===== src/rtl/branch_hazard_ctrl.sv =====
// branch_hazard_ctrl
//   Decode-stage hazard and forwarding controller for the branch comparator.
//   A shadow scoreboard tracks the EX, MEM and WB slots. It drives the two
//   branch operand-forward selects, stalls F/D while an operand cannot be
//   forwarded yet, and squashes the wrong-path fetch on a taken branch.
//
// Ports
//   clk, rst_n               clock, async active-low reset
//   validD, branchD          decode slot valid / is beq-bne
//   rsD, rtD, dstD           decode source / destination registers
//   reg_writeD, mem_to_regD  decode writes RF / is a load
//   branch_taken             comparator result (ignored while stalling)
//   fw_branch1/2             00 none, 10 MEM (alu_outM), 01 WB (write_resultW)
//   stallF, stallD, flushE   hazard stall (all three are the same signal)
//   flushD                   wrong-path squash, one cycle per taken branch
//   hazard_err               sticky, set when a stall run exceeds MAX_STALL
//   stall_cnt, taken_cnt     saturating statistics counters

// Per-operand hazard/forward lookup against the three scoreboard slots.
// Slot index 0 = EX, 1 = MEM, 2 = WB.
module bhc_fwd_lane #(
  parameter int REG_AW = 5
) (
  input  logic [REG_AW-1:0]      src,
  input  logic [2:0]             slot_live,  // valid & writes-RF per slot
  input  logic [2:0][REG_AW-1:0] slot_dst,
  input  logic                   mem_load,
  output logic                   hz,
  output logic [1:0]             fw
);
  logic [2:0] hit;

  always_comb begin
    hit = '0;
    for (int s = 0; s < 3; s++)
      hit[s] = slot_live[s] && (slot_dst[s] == src) && (src != '0);
    // EX result not produced yet; a MEM load only has its address in alu_outM.
    hz = hit[0] | (hit[1] & mem_load);
    fw = 2'b00;
    if (hit[1])      fw = 2'b10;   // MEM wins over WB
    else if (hit[2]) fw = 2'b01;
  end
endmodule

module branch_hazard_ctrl #(
  parameter int REG_AW    = 5,
  parameter int MAX_STALL = 2,
  parameter int CNT_W     = 16
) (
  input  logic              clk,
  input  logic              rst_n,
  input  logic              validD,
  input  logic              branchD,
  input  logic [REG_AW-1:0] rsD,
  input  logic [REG_AW-1:0] rtD,
  input  logic [REG_AW-1:0] dstD,
  input  logic              reg_writeD,
  input  logic              mem_to_regD,
  input  logic              branch_taken,
  output logic [1:0]        fw_branch1,
  output logic [1:0]        fw_branch2,
  output logic              stallF,
  output logic              stallD,
  output logic              flushE,
  output logic              flushD,
  output logic              hazard_err,
  output logic [CNT_W-1:0]  stall_cnt,
  output logic [CNT_W-1:0]  taken_cnt
);
  localparam int STAGES  = 2;
  localparam int NUM_OPS = 2;
  // run_len must be able to hold MAX_STALL+1 so the overrun is observable.
  localparam int RL_W    = $clog2(MAX_STALL + 2);
  localparam logic [RL_W-1:0] RL_LIMIT = RL_W'(MAX_STALL);

  typedef enum logic {RUN, WAIT} state_t;

  // Scoreboard as shift registers: [0]=EX, [1]=MEM, [2]=WB.
  logic [STAGES:0]             vld_pipe, wr_pipe, ld_pipe;
  logic [STAGES:0][REG_AW-1:0] dst_pipe;

  logic                          is_br, stall, ex_load, flushD_reg;
  logic [NUM_OPS-1:0][REG_AW-1:0] op_src;
  logic [NUM_OPS-1:0]            op_hz;
  logic [NUM_OPS-1:0][1:0]       op_fw;
  logic [STAGES:0]               slot_live;

  state_t          state, state_nxt;
  logic [RL_W-1:0] run_len, run_len_nxt;
  logic            err_q, err_now;

  assign is_br     = validD & branchD;
  assign op_src    = {rtD, rsD};
  assign slot_live = vld_pipe & wr_pipe;

  genvar g;
  generate
    for (g = 0; g < NUM_OPS; g++) begin : g_op
      bhc_fwd_lane #(.REG_AW(REG_AW)) u_lane (
        .src       (op_src[g]),
        .slot_live (slot_live),
        .slot_dst  (dst_pipe),
        .mem_load  (ld_pipe[1]),
        .hz        (op_hz[g]),
        .fw        (op_fw[g])
      );
    end
  endgenerate

  // One stall covers both operands; it lasts until neither operand hazards.
  assign stall  = is_br & (|op_hz);
  assign stallF = stall;
  assign stallD = stall;
  assign flushE = stall;
  assign flushD = is_br & ~stall & branch_taken;

  assign fw_branch1 = (is_br & ~stall) ? op_fw[0] : 2'b00;
  assign fw_branch2 = (is_br & ~stall) ? op_fw[1] : 2'b00;

  // A stalled decode or a squashed wrong-path instruction becomes a bubble.
  assign ex_load = validD & ~stall & ~flushD_reg;

  always_ff @(posedge clk or negedge rst_n) begin
    if (!rst_n) begin
      vld_pipe   <= '0;
      wr_pipe    <= '0;
      ld_pipe    <= '0;
      dst_pipe   <= '0;
      flushD_reg <= 1'b0;
    end else begin
      vld_pipe   <= {vld_pipe[STAGES-1:0], ex_load};
      wr_pipe    <= {wr_pipe[STAGES-1:0], reg_writeD};
      ld_pipe    <= {ld_pipe[STAGES-1:0], mem_to_regD};
      dst_pipe[STAGES:1] <= dst_pipe[STAGES-1:0];
      dst_pipe[0]        <= dstD;
      flushD_reg <= flushD;
    end
  end

  // Stall-run tracker. run_len counts stall cycles already completed in the
  // current run, so the overrun is flagged in the cycle that exceeds the limit.
  always_ff @(posedge clk or negedge rst_n) begin
    if (!rst_n) begin
      state   <= RUN;
      run_len <= '0;
    end else begin
      state   <= state_nxt;
      run_len <= run_len_nxt;
    end
  end

  always_comb begin
    state_nxt   = state;
    run_len_nxt = run_len;
    err_now     = stall && (run_len >= RL_LIMIT);
    case (state)
      RUN: begin
        if (stall) begin
          state_nxt   = WAIT;
          run_len_nxt = RL_W'(1);
        end
      end
      WAIT: begin
        if (stall) begin
          if (run_len != '1) run_len_nxt = run_len + RL_W'(1);
        end else begin
          state_nxt   = RUN;
          run_len_nxt = '0;
        end
      end
      default: begin
        state_nxt   = RUN;
        run_len_nxt = '0;
      end
    endcase
  end

  always_ff @(posedge clk or negedge rst_n) begin
    if (!rst_n)       err_q <= 1'b0;
    else if (err_now) err_q <= 1'b1;
  end

  assign hazard_err = err_q | err_now;

  always_ff @(posedge clk or negedge rst_n) begin
    if (!rst_n) begin
      stall_cnt <= '0;
      taken_cnt <= '0;
    end else begin
      if (stall  && !(&stall_cnt)) stall_cnt <= stall_cnt + CNT_W'(1);
      if (flushD && !(&taken_cnt)) taken_cnt <= taken_cnt + CNT_W'(1);
    end
  end
endmodule


===== config.mk =====
export PLATFORM = sky130hd
export DESIGN_NAME = branch_hazard_ctrl
export DESIGN_NICKNAME = d
export VERILOG_FILES = /design/src/rtl/branch_hazard_ctrl.sv
export SDC_FILE = /design/constraint.sdc
export NUM_CORES = 1
export LEC_CHECK = 0
export ABC_AREA = 1
export CORE_ASPECT_RATIO = 1.25
export CORE_UTILIZATION = 52
export CTS_CLUSTER_SIZE = 8
export DETAILED_ROUTE_END_ITERATION = 10
export PLACE_DENSITY = 0.77
export SKIP_LAST_GASP = 1
export SLEW_MARGIN = 30
export SYNTH_ARGS = -nofsm -noshare
export SYNTH_HDL_FRONTEND = slang
export SYNTH_SLANG_ARGS = --single-unit

===== constraint.sdc =====
create_clock -name clk -period 3.8 [get_ports clk]
set_input_delay 1.14 -clock clk [delete_from_list [all_inputs] [get_ports clk]]
set_output_delay 1.14 -clock clk [all_outputs]
set_load 0.02 [all_outputs]

==> results.py, run 1 <==
metrics = {
    "synth": {
        "yosys.area_share.adder_pct": 1.51,
        "synth_compound_area_share_pct": 3.10,
        "muxShareOfSynthArea_pct": 0,
        "synth_area_leaders": "dfrtp_1, nand2_1, nand3_1, xor2_1, xnor2_1",
        "yosys.area_share.simple_pct": 34.0,
        "synth_top_family_by_area": "simple AND/OR/NAND/NOR gates",
        "synthXorXnorAreaFrac_pct": 9.78,
        "synth-seq-cells": 60,
        "synth_area_per_cell_sq_um": 7.89,
        "synth_cell_types": 34,
        "yosysSeqAreaShare_pct": 45.3,
        "syn_area_sq_um": 3310,
        "synth-edff-count": 0,
        "yosysWarnings": 0,
        "synth_nets": 446,
        "yosysTopAreaCell": "dfrtp_1",
        "postSynthCellCount": 420,
        "yosys.area.top_type_share_pct": 45.3,
        "async_reset_ff_share_pct": 100,
        "synth-main-ff-cell": "dfrtp_1",
    },
    "layout": {
        "antennaDiodeCount": 0,
        "fillers": 536,
        "top_regs": "stall_cnt: 16 flops, taken_cnt: 16 flops, dst_pipe: 15 flops",
        "layout_commonest_cell": "nand2_1",
        "layout_common_cells": "nand2_1, dfrtp_1, clkdlybuf4s50_1",
        "drive_gt1_share_pct": 14.9,
        "multi_input_area_sq_um": 1650,
        "fin_util_pct": 70.3,
        "ff_latch_area_sq_um": 1500,
        "area_growth_pct": 30.8,
        "nets": 530,
    },
    "setup_path": {
        "cp_num_buf_inv": 4,
        "cp_slowest_cell": "clkdlybuf4s15_1",
        "r2r-start": "stall_cnt[0]$_DFFE_PN0P_",
        "worst_setup_path_end_kind": "output port",
        "worstPathCellList": "clkdlybuf4s15_1 -> inv_2 -> nand3_1 -> nor2_2 -> nor2_1 -> nand2_2 -> nand2_1 -> nand2_2 -> nand2_4 -> buf_4 -> nor3_1 -> buf_2",
        "cp.arrival_ps": 2600,
        "path_delay_family": "buffers and inverters",
        "reg2reg_slack_ps": 1680,
        "reg2reg_depth": 7,
        "cp_data_required_time_ps": 2660,
        "worstSetupStartpointType": "input port",
        "cpPeakStageDelay_ps": 270,
        "timing.critical_path.from": "rsD[3]",
        "worstSetupPathType": "in -> out",
        "worstReg2RegEnd": "stall_cnt[2]$_DFFE_PN0P_",
        "worstPathMaxFanout": 4,
        "cpMostUsedCell": "nand2_2",
    },
    "die": {
        "die-area_sq_um": 6700,
        "std_cell_rows": 32,
        "ios": 63,
        "core_region_area_sq_um": 6170,
        "die_h_um": 91.3,
        "fp.dieW_um": 73.4,
        "start_util_pct": 53.8,
    },
    "timing": {
        "holdWs_ps": 351,
        "fin_crit_ps": 3740,
        "layout_setup_ws_ps": 58.6,
        "fin_tns_setup_ps": 0,
        "slew_headroom_pct": 59.9,
        "fmax_ghz": 0.267,
        "final_max_slew_viol_count": 0,
        "tightest_slew_ps": 601,
        "setup_violations": 0,
        "finalClockSkew_ps": 11.5,
        "period_share_pct": 98.5,
        "hold_viol": 0,
    },
    "worst_hold_path": {
        "min_to": "ld_pipe[1]$_DFF_PN0_",
        "hold_depth": 0,
        "hp-class": "reg -> reg",
        "hold_start": "ld_pipe[0]$_DFF_PN0_",
    },
    "global_route": {
        "grt.overflow.total": 0,
        "grt_pass1_wl_um": 13200,
        "use_met3_pct": 6.33,
        "use_met2_pct": 43.6,
        "grt_start_max_net_pins": 49,
        "antenna_found_initial": 0,
        "grt_pass1_vias": 2876,
        "met1_usage_pct": 32.4,
        "grt_usage_pct": 26.0,
        "grt_busiest_layer": "met2",
    },
    "cts": {
        "cts-buffers-inserted": 9,
        "clkTransAtPathRegs_ps": 60,
        "clk_latency_ps": 330,
        "clock-root-buffer": "clkbuf_8",
        "clockBufferDepth": 2,
        "clkSinkCount": 60,
        "cts_hold_buf": 0,
        "htreeDepth": 3,
        "tritoncts": "built",
    },
    "job": {
        "maxCapViolCount": 0,
    },
    "place": {
        "gp_congestion": 0.941,
        "place_ws_ps": -687,
        "io_buffers": 62,
        "dpl.hpwl_um": 5800,
    },
    "pwr": {
        "ir_drop_mv": 0.279,
        "finalPower_uw": 1550,
        "power_leakage_uw": 0.00210,
        "power_density_nw_per_um2": 358,
    },
    "detailed_routing": {
        "routed_wl_um": 7980,
        "antenna_left": 0,
        "drt_first_pass_iters": 4,
        "post_drt_wl_per_cell_um": 13.4,
        "detail_route.vias_per_cell": 5.06,
        "drtIter0Drc": 143,
        "drc": 0,
        "route.vias.total": 3004,
    },
    "status": {
        "outcome": "complete, no violations",
    },
}
## cells in the mapped netlist (6+ instances only)
cell type  instances
nor2_1            30
xnor2_1           16
inv_2              9
nor4_1             6
nand2_1          146
nor3_1             7
dfrtp_1           60
o21ai_0            8
nand4_1            7
nand3_1           41
xor2_1            21
inv_1             30
## kinds of logic after synthesis
family | Yosys count
AOI/OAI and AO/OA | 18
adders and majority gates | 4
xor gates and xnor gates | 37
and+or+nand+nor | 253
buffers and inverters | 48
DFF | 60
## where the power goes
| group | switching (uW) | internal, uW |
|---|---|---|
| Combinational | 133 | 111 |
| Sequential | 48.0 | 678 |
| Clock | 245 | 337 |
| Total | 426 | 1130 |
## how the worst max path moves through the flow
stage | depth (start not counted) | endpoint
finish | 12 | fw_branch1[1]
global route | 12 | hazard_err
CTS | 10 | fw_branch2[0]
detailed placement | 12 | hazard_err
global placement | 12 | hazard_err
floorplan | 12 | stallD
## final cells by class
cell class | count | share of cell area, %
tap | 85 | 2.45
clock inverter | 4 | 1.10
timing repair buffer | 81 | 16.7
sequential | 60 | 34.6
multi-input combinational | 312 | 38.0
clock buffer | 12 | 3.58
inverter | 40 | 3.49
## per-stage QoR
stage | cells | instance area, sq um
2_1_floorplan | 420 | 3310
3_3_place_gp | 575 | 4100
3_5_place_dp | 575 | 4100
4_1_cts | 591 | 4280
5_1_grt | 594 | 4340
6_report | 594 | 4340
## repair_timing
action	in CTS	in global routing
buffers inserted	0	3
endpoints found under the setup margin	9	9
pin swaps	3	6
resized for setup	45	20
## per-layer routing
metal / part of all wire [%] / vias to the layer above
met5: 0 / -
met4: 1.8 / 0
met3: 4.8 / 11
met2: 52 / 84
met1: 41 / 1408
li1: - / 1501
(Power assumes the default switching activity.)
==> run 2, diff against run 1 <==
CTS_BUF_LIST = sky130_fd_sc_hd__clkbuf_8 sky130_fd_sc_hd__clkbuf_16   (was default)
SLEW_MARGIN = 5   (was 30)
==> run 2 against run 1 <==
  * Cell count unchanged
  * Hold slack about the same
  * Clock power about the same
  * Die area unchanged
  * Global-route usage unchanged
  * Combinational power about the same
  * Utilization about the same
  * Total power decreased by 0.12%
  * Non-clock buffer count unchanged
  * Clock skew increased by 0.71 ps
  * Register-to-register slack got worse by 20 ps
==> results.py, run 2 (synthesized netlist as in run 1, its figures left out) <==
metrics = {
    "setup_path": {
        "worstPathMaxFanout": 4,
        "cp_slowest_cell": "clkdlybuf4s15_1",
        "cp_data_required_time_ps": 2660,
        "reg2reg_depth": 7,
        "worstSetupPathType": "in -> out",
        "worst_setup_path_end_kind": "output port",
        "timing.critical_path.from": "rsD[3]",
        "r2r-start": "stall_cnt[0]$_DFFE_PN0P_",
        "cp.arrival_ps": 2600,
        "worstSetupStartpointType": "input port",
        "worstPathCellList": "clkdlybuf4s15_1 -> inv_2 -> nand3_1 -> nor2_2 -> nor2_1 -> nand2_2 -> nand2_1 -> nand2_2 -> nand2_4 -> buf_4 -> nor3_1 -> buf_2",
        "reg2reg_slack_ps": 1660,
        "cpMostUsedCell": "nand2_2",
        "worstSetupEndpoint": "fw_branch1[1]",
        "cpPeakStageDelay_ps": 270,
        "worstReg2RegEnd": "stall_cnt[2]$_DFFE_PN0P_",
    },
    "die": {
        "start_util_pct": 53.8,
        "core_region_area_sq_um": 6170,
        "die-area_sq_um": 6700,
        "ios": 63,
        "std_cell_rows": 32,
        "die_h_um": 91.3,
        "fp.dieW_um": 73.4,
    },
    "layout": {
        "antennaDiodeCount": 0,
        "drive_gt1_share_pct": 14.9,
        "fin_cells": 594,
        "layout_common_cells": "nand2_1, dfrtp_1, clkdlybuf4s50_1",
        "area_growth_pct": 30.7,
        "top_regs": "stall_cnt: 16 flops, taken_cnt: 16 flops, dst_pipe: 15 flops",
        "fillers": 537,
        "nets": 530,
        "layout_commonest_cell": "nand2_1",
    },
    "pwr": {
        "power_leakage_uw": 0.00210,
        "power_density_nw_per_um2": 358,
        "ir_drop_mv": 0.279,
    },
    "detailed_routing": {
        "detail_route.vias_per_cell": 5.04,
        "post_drt_wl_per_cell_um": 13.5,
        "route.vias.total": 2993,
        "drtIter0Drc": 143,
        "antenna_left": 0,
        "drc": 0,
        "drt_first_pass_iters": 5,
        "routed_wl_um": 7990,
    },
    "timing": {
        "slew_headroom_pct": 29.5,
        "fmax_ghz": 0.267,
        "tightest_slew_ps": 1060,
        "final_max_slew_viol_count": 0,
        "fin_crit_ps": 3740,
        "period_share_pct": 98.5,
        "fin_tns_setup_ps": 0,
        "hold_viol": 0,
        "setup_violations": 0,
        "finalClockSkew_ps": 12.2,
    },
    "place": {
        "io_buffers": 62,
        "dpl.hpwl_um": 5800,
        "place_inst": 575,
        "gp_congestion": 0.941,
    },
    "worst_hold_path": {
        "hold_depth": 0,
        "hp-class": "reg -> reg",
        "hold_start": "ld_pipe[0]$_DFF_PN0_",
    },
    "cts": {
        "clock-root-buffer": "clkbuf_8",
        "clk_latency_ps": 330,
        "tritoncts": "built",
        "htreeDepth": 3,
        "clkSinkCount": 60,
        "cts-buffers-inserted": 9,
        "clockBufferDepth": 2,
        "clkTransAtPathRegs_ps": 60,
    },
    "global_route": {
        "grt_start_max_net_pins": 49,
        "grt_usage_pct": 26.0,
        "grt.overflow.total": 0,
        "antenna_found_initial": 0,
        "grt_pass1_vias": 2876,
        "grt_pass1_wl_um": 13200,
    },
    "status": {
        "outcome": "complete, no violations",
    },
    "job": {
        "maxCapViolCount": 0,
    },
}
run 2: changes by cell type in the layout (fill, tap and decap cells not counted):
cell	change
clkbuf_1	-1
buf_4	-1
buf_2	+1
inv_1	+1
run 2: power breakdown:
| group | total (uW) | switching, uW | internal (uW) |
|---|---|---|---|
| Clock | 580 | 246 | 334 |
| Sequential | 726 | 48.1 | 678 |
| Combinational | 244 | 133 | 111 |
| Total | 1550 | 427 | 1120 |
run 2: stage by stage:
stage / utilization, % / hold slack [ps] / setup slack [ps] / area, sq um / total power [uW]
2_1_floorplan: - / 331 / 379 / 3310 / 853
3_5_place_dp: 66.5 / 335 / -687 / 4100 / 980
6_report: 70.3 / 351 / 58.5 / 4330 / 1550
3_3_place_gp: 66.5 / 336 / -691 / 4100 / 973
4_1_cts: 69.4 / 353 / 0.562 / 4280 / 1560
5_1_grt: 70.3 / 370 / -51.4 / 4330 / 1630
run 2: how the worst min path moves through the flow:
| stage | to | slack [ps] |
|---|---|---|
| global route | ld_pipe[1]$_DFF_PN0_ | 370 |
| finish | ld_pipe[1]$_DFF_PN0_ | 350 |
| global placement | ld_pipe[1]$_DFF_PN0_ | 340 |
| floorplan | ld_pipe[1]$_DFF_PN0_ | 330 |
| CTS | ld_pipe[1]$_DFF_PN0_ | 350 |
| detailed placement | ld_pipe[1]$_DFF_PN0_ | 330 |
run 2: cell type report:
type                    instances  area, sq um  area share [%]
multi-input cells             312         1650            38.1
inverters                      40          151            3.49
clock buffers                  11          151            3.49
flip-flops and latches         60         1500            34.7
repair buffers                 81          722            16.7
clock inverters                 5         51.3            1.18
well taps                      85          106            2.45
run 2: per-layer routing:
metal	share of wire [%]	GRT usage, %	vias up
met5	0	0	-
met4	1.9	9.13	0
met3	4.6	6.33	11
met2	52	43.6	80
met1	42	32.4	1400
li1	-	-	1502
run 2: critical path: cells and delay by family:
family	cells	cell delay, ps
buffers and inverters	4	730
and+or+nand+nor	8	730
run 2: repair_timing:
action / 4_1_cts / 5_1_grt
resized for setup: 45 / 20
pin swaps: 3 / 6
setup endpoints to repair: 9 / 9
cloned: 0 / 0
setup buffers: 0 / 3
hold buffers: 0 / 0
==> edit, RTL diff (config.mk and constraints of run 1) <==
Put one more register stage on the output `stall_cnt`, without a reset. The value now appears one clock later. The other outputs are not delayed to match.
--- a/src/rtl/branch_hazard_ctrl.sv
+++ b/src/rtl/branch_hazard_ctrl.sv
@@ -76,4 +76,6 @@
   typedef enum logic {RUN, WAIT} state_t;
 
+  logic [CNT_W-1:0] stall_cnt_s0;
+
   // Scoreboard as shift registers: [0]=EX, [1]=MEM, [2]=WB.
   logic [STAGES:0]             vld_pipe, wr_pipe, ld_pipe;
@@ -185,11 +187,15 @@
   always_ff @(posedge clk or negedge rst_n) begin
     if (!rst_n) begin
-      stall_cnt <= '0;
+      stall_cnt_s0 <= '0;
       taken_cnt <= '0;
     end else begin
-      if (stall  && !(&stall_cnt)) stall_cnt <= stall_cnt + CNT_W'(1);
+      if (stall  && !(&stall_cnt_s0)) stall_cnt_s0 <= stall_cnt_s0 + CNT_W'(1);
       if (flushD && !(&taken_cnt)) taken_cnt <= taken_cnt + CNT_W'(1);
     end
   end
+  always_ff @(posedge clk) begin
+    stall_cnt <= stall_cnt_s0;
+  end
+
 endmodule
 
Check against the original RTL: not equivalent (a bounded check fails within 4 cycles, from zero or initial values and one cycle with rst_n low).
==> edit against run 1 <==
  * Routed wire length rose by 5.2%
  * Non-clock buffer count rose by 3
  * Sequential cell count rose by 16
  * Core utilization fell by 1.4 points
  * Design area rose by 11%
  * Global-route usage fell by 1.4 points
  * Critical path depth fell by 1
  * Clock power rose by 20%
  * Total power rose by 20%
  * Register-to-register slack got worse by 0.12 ns
  * Setup slack improved by 0.0096 ns
  * Critical path type unchanged
  * Highest routed layer unchanged
  * Area after synthesis rose by 13%
==> edit: results (changes against run 1) <==
Critical Path Sink: fw_branch1[0]
Global-route wire length before repair: 14.28 mm (+8.4%)
Async set or reset register ratio after synthesis: 78.95% (-21 points)
Register area share after synthesis: 48.70% (+3.4 points)
Largest registers: stall_cnt (16), stall_cnt_s0 (16), taken_cnt (16)
Outcome: finished, final reports clean
Synth top area cells: dfrtp_1, nand2_1, dfxtp_1
Post_cts resized: 49 (+8.9%)
Post-synth top cells: nand2_1, dfrtp_1, inv_1
Setup Skew: 0.008093 ns (-0.003368 ns)
RePlAce Congestion: 0.8756 (-7.0%)
Drt first-iter violations: 128 (-10%)
CP Launch Point: rsD[1]
R2R Path End: stall_cnt_s0[5]$_DFFE_PN0P_
Vias in the first global route: 3173 (+10%)
Fillers: 574 (+7.1%)
Data arrival, critical path: 2.59 ns (about the same)
Via density: 5.088 (+0.60%)
Nets@finish: 570 (+7.5%)
Grt met3 use: 4.151% (-2.2 points)
Met1 Usage GRT: 30.39% (-2.0 points)
Crit-path slowest cell: dlygate4sd2_1
Largest net degree at the start of global routing: 61 (+24%)
Lkg Pwr: 2.347 nW (+12%)
Reg2Reg Depth: 9 (+2)
Layout cells sized above 1: 14.94% (about the same)
Slew @ Worst Pin: 0.7485 ns (+0.1471 ns)
Clk Latency, worst-skew pair: 0.35 ns (+0.02 ns)
Top delay family on crit path: simple AND/OR/NAND/NOR gates
Clock transition at the registers of the reported paths: 0.08 ns (+0.02 ns)
Worst reg2reg path startpoint: stall_cnt_s0[0]$_DFFE_PN0P_
Average wire per cell in the routed design: 13.14 um (-2.2%)
edit: cell types whose count changed after synthesis, moves of 2 or more:
cell	before	now
nor2_2	1	4
inv_2	9	4
inv_1	30	47
nand4_1	7	9
nand3_1	41	45
nor2_1	30	34
and3_1	2	0
dfxtp_1	0	16
o21ai_0	8	6
edit: cells by family (layout without fill, tap and decap cells):
kind of cell,Yosys count,count (layout),synth area share (%)
AOI/OAI and AO/OA,18,18,2.809
and+or+nand+nor,264,264,32.01
xor gates and xnor gates,35,35,8.194
DFF,76,76,48.70
buffers and inverters,60,152,6.957
adders and majority gates,4,4,1.338
edit: final cells by class:
| cell class | count | area, um^2 | area share (%) |
|---|---|---|---|
| Sequential cell | 76 | 1822 | 37.92 |
| Clock buffer | 10 | 137.6 | 2.865 |
| Timing Repair Buffer | 84 | 733.2 | 15.26 |
| Multi-Input combinational cell | 321 | 1707 | 35.52 |
| Tap cell | 90 | 112.6 | 2.344 |
| Clock inverter | 6 | 95.09 | 1.979 |
| Inverter | 52 | 197.7 | 4.115 |
edit: report_power, final:
group	total, mW	leakage (nW)	internal [mW]	switching, mW
clock	0.697	0.117	0.393	0.304
combinational	0.266	1.32	0.120	0.147
sequential	0.905	0.906	0.852	0.0530
edit: per-stage QoR:
stage / hold WS (ns) / setup slack (ns) / std cells / setup TNS, ns / power (mW)
floorplan: 0.3312 / 0.2579 / 457 / 0 / 1.049
global placement: 0.3353 / -0.6463 / 623 / -5.001 / 1.180
detailed placement: 0.3347 / -0.6732 / 623 / -5.201 / 1.185
CTS: 0.3461 / 0.03772 / 639 / 0 / 1.888
global route: 0.3491 / -0.03916 / 639 / -0.04736 / 1.960
finish: 0.3454 / 0.06821 / 639 / 0 / 1.868
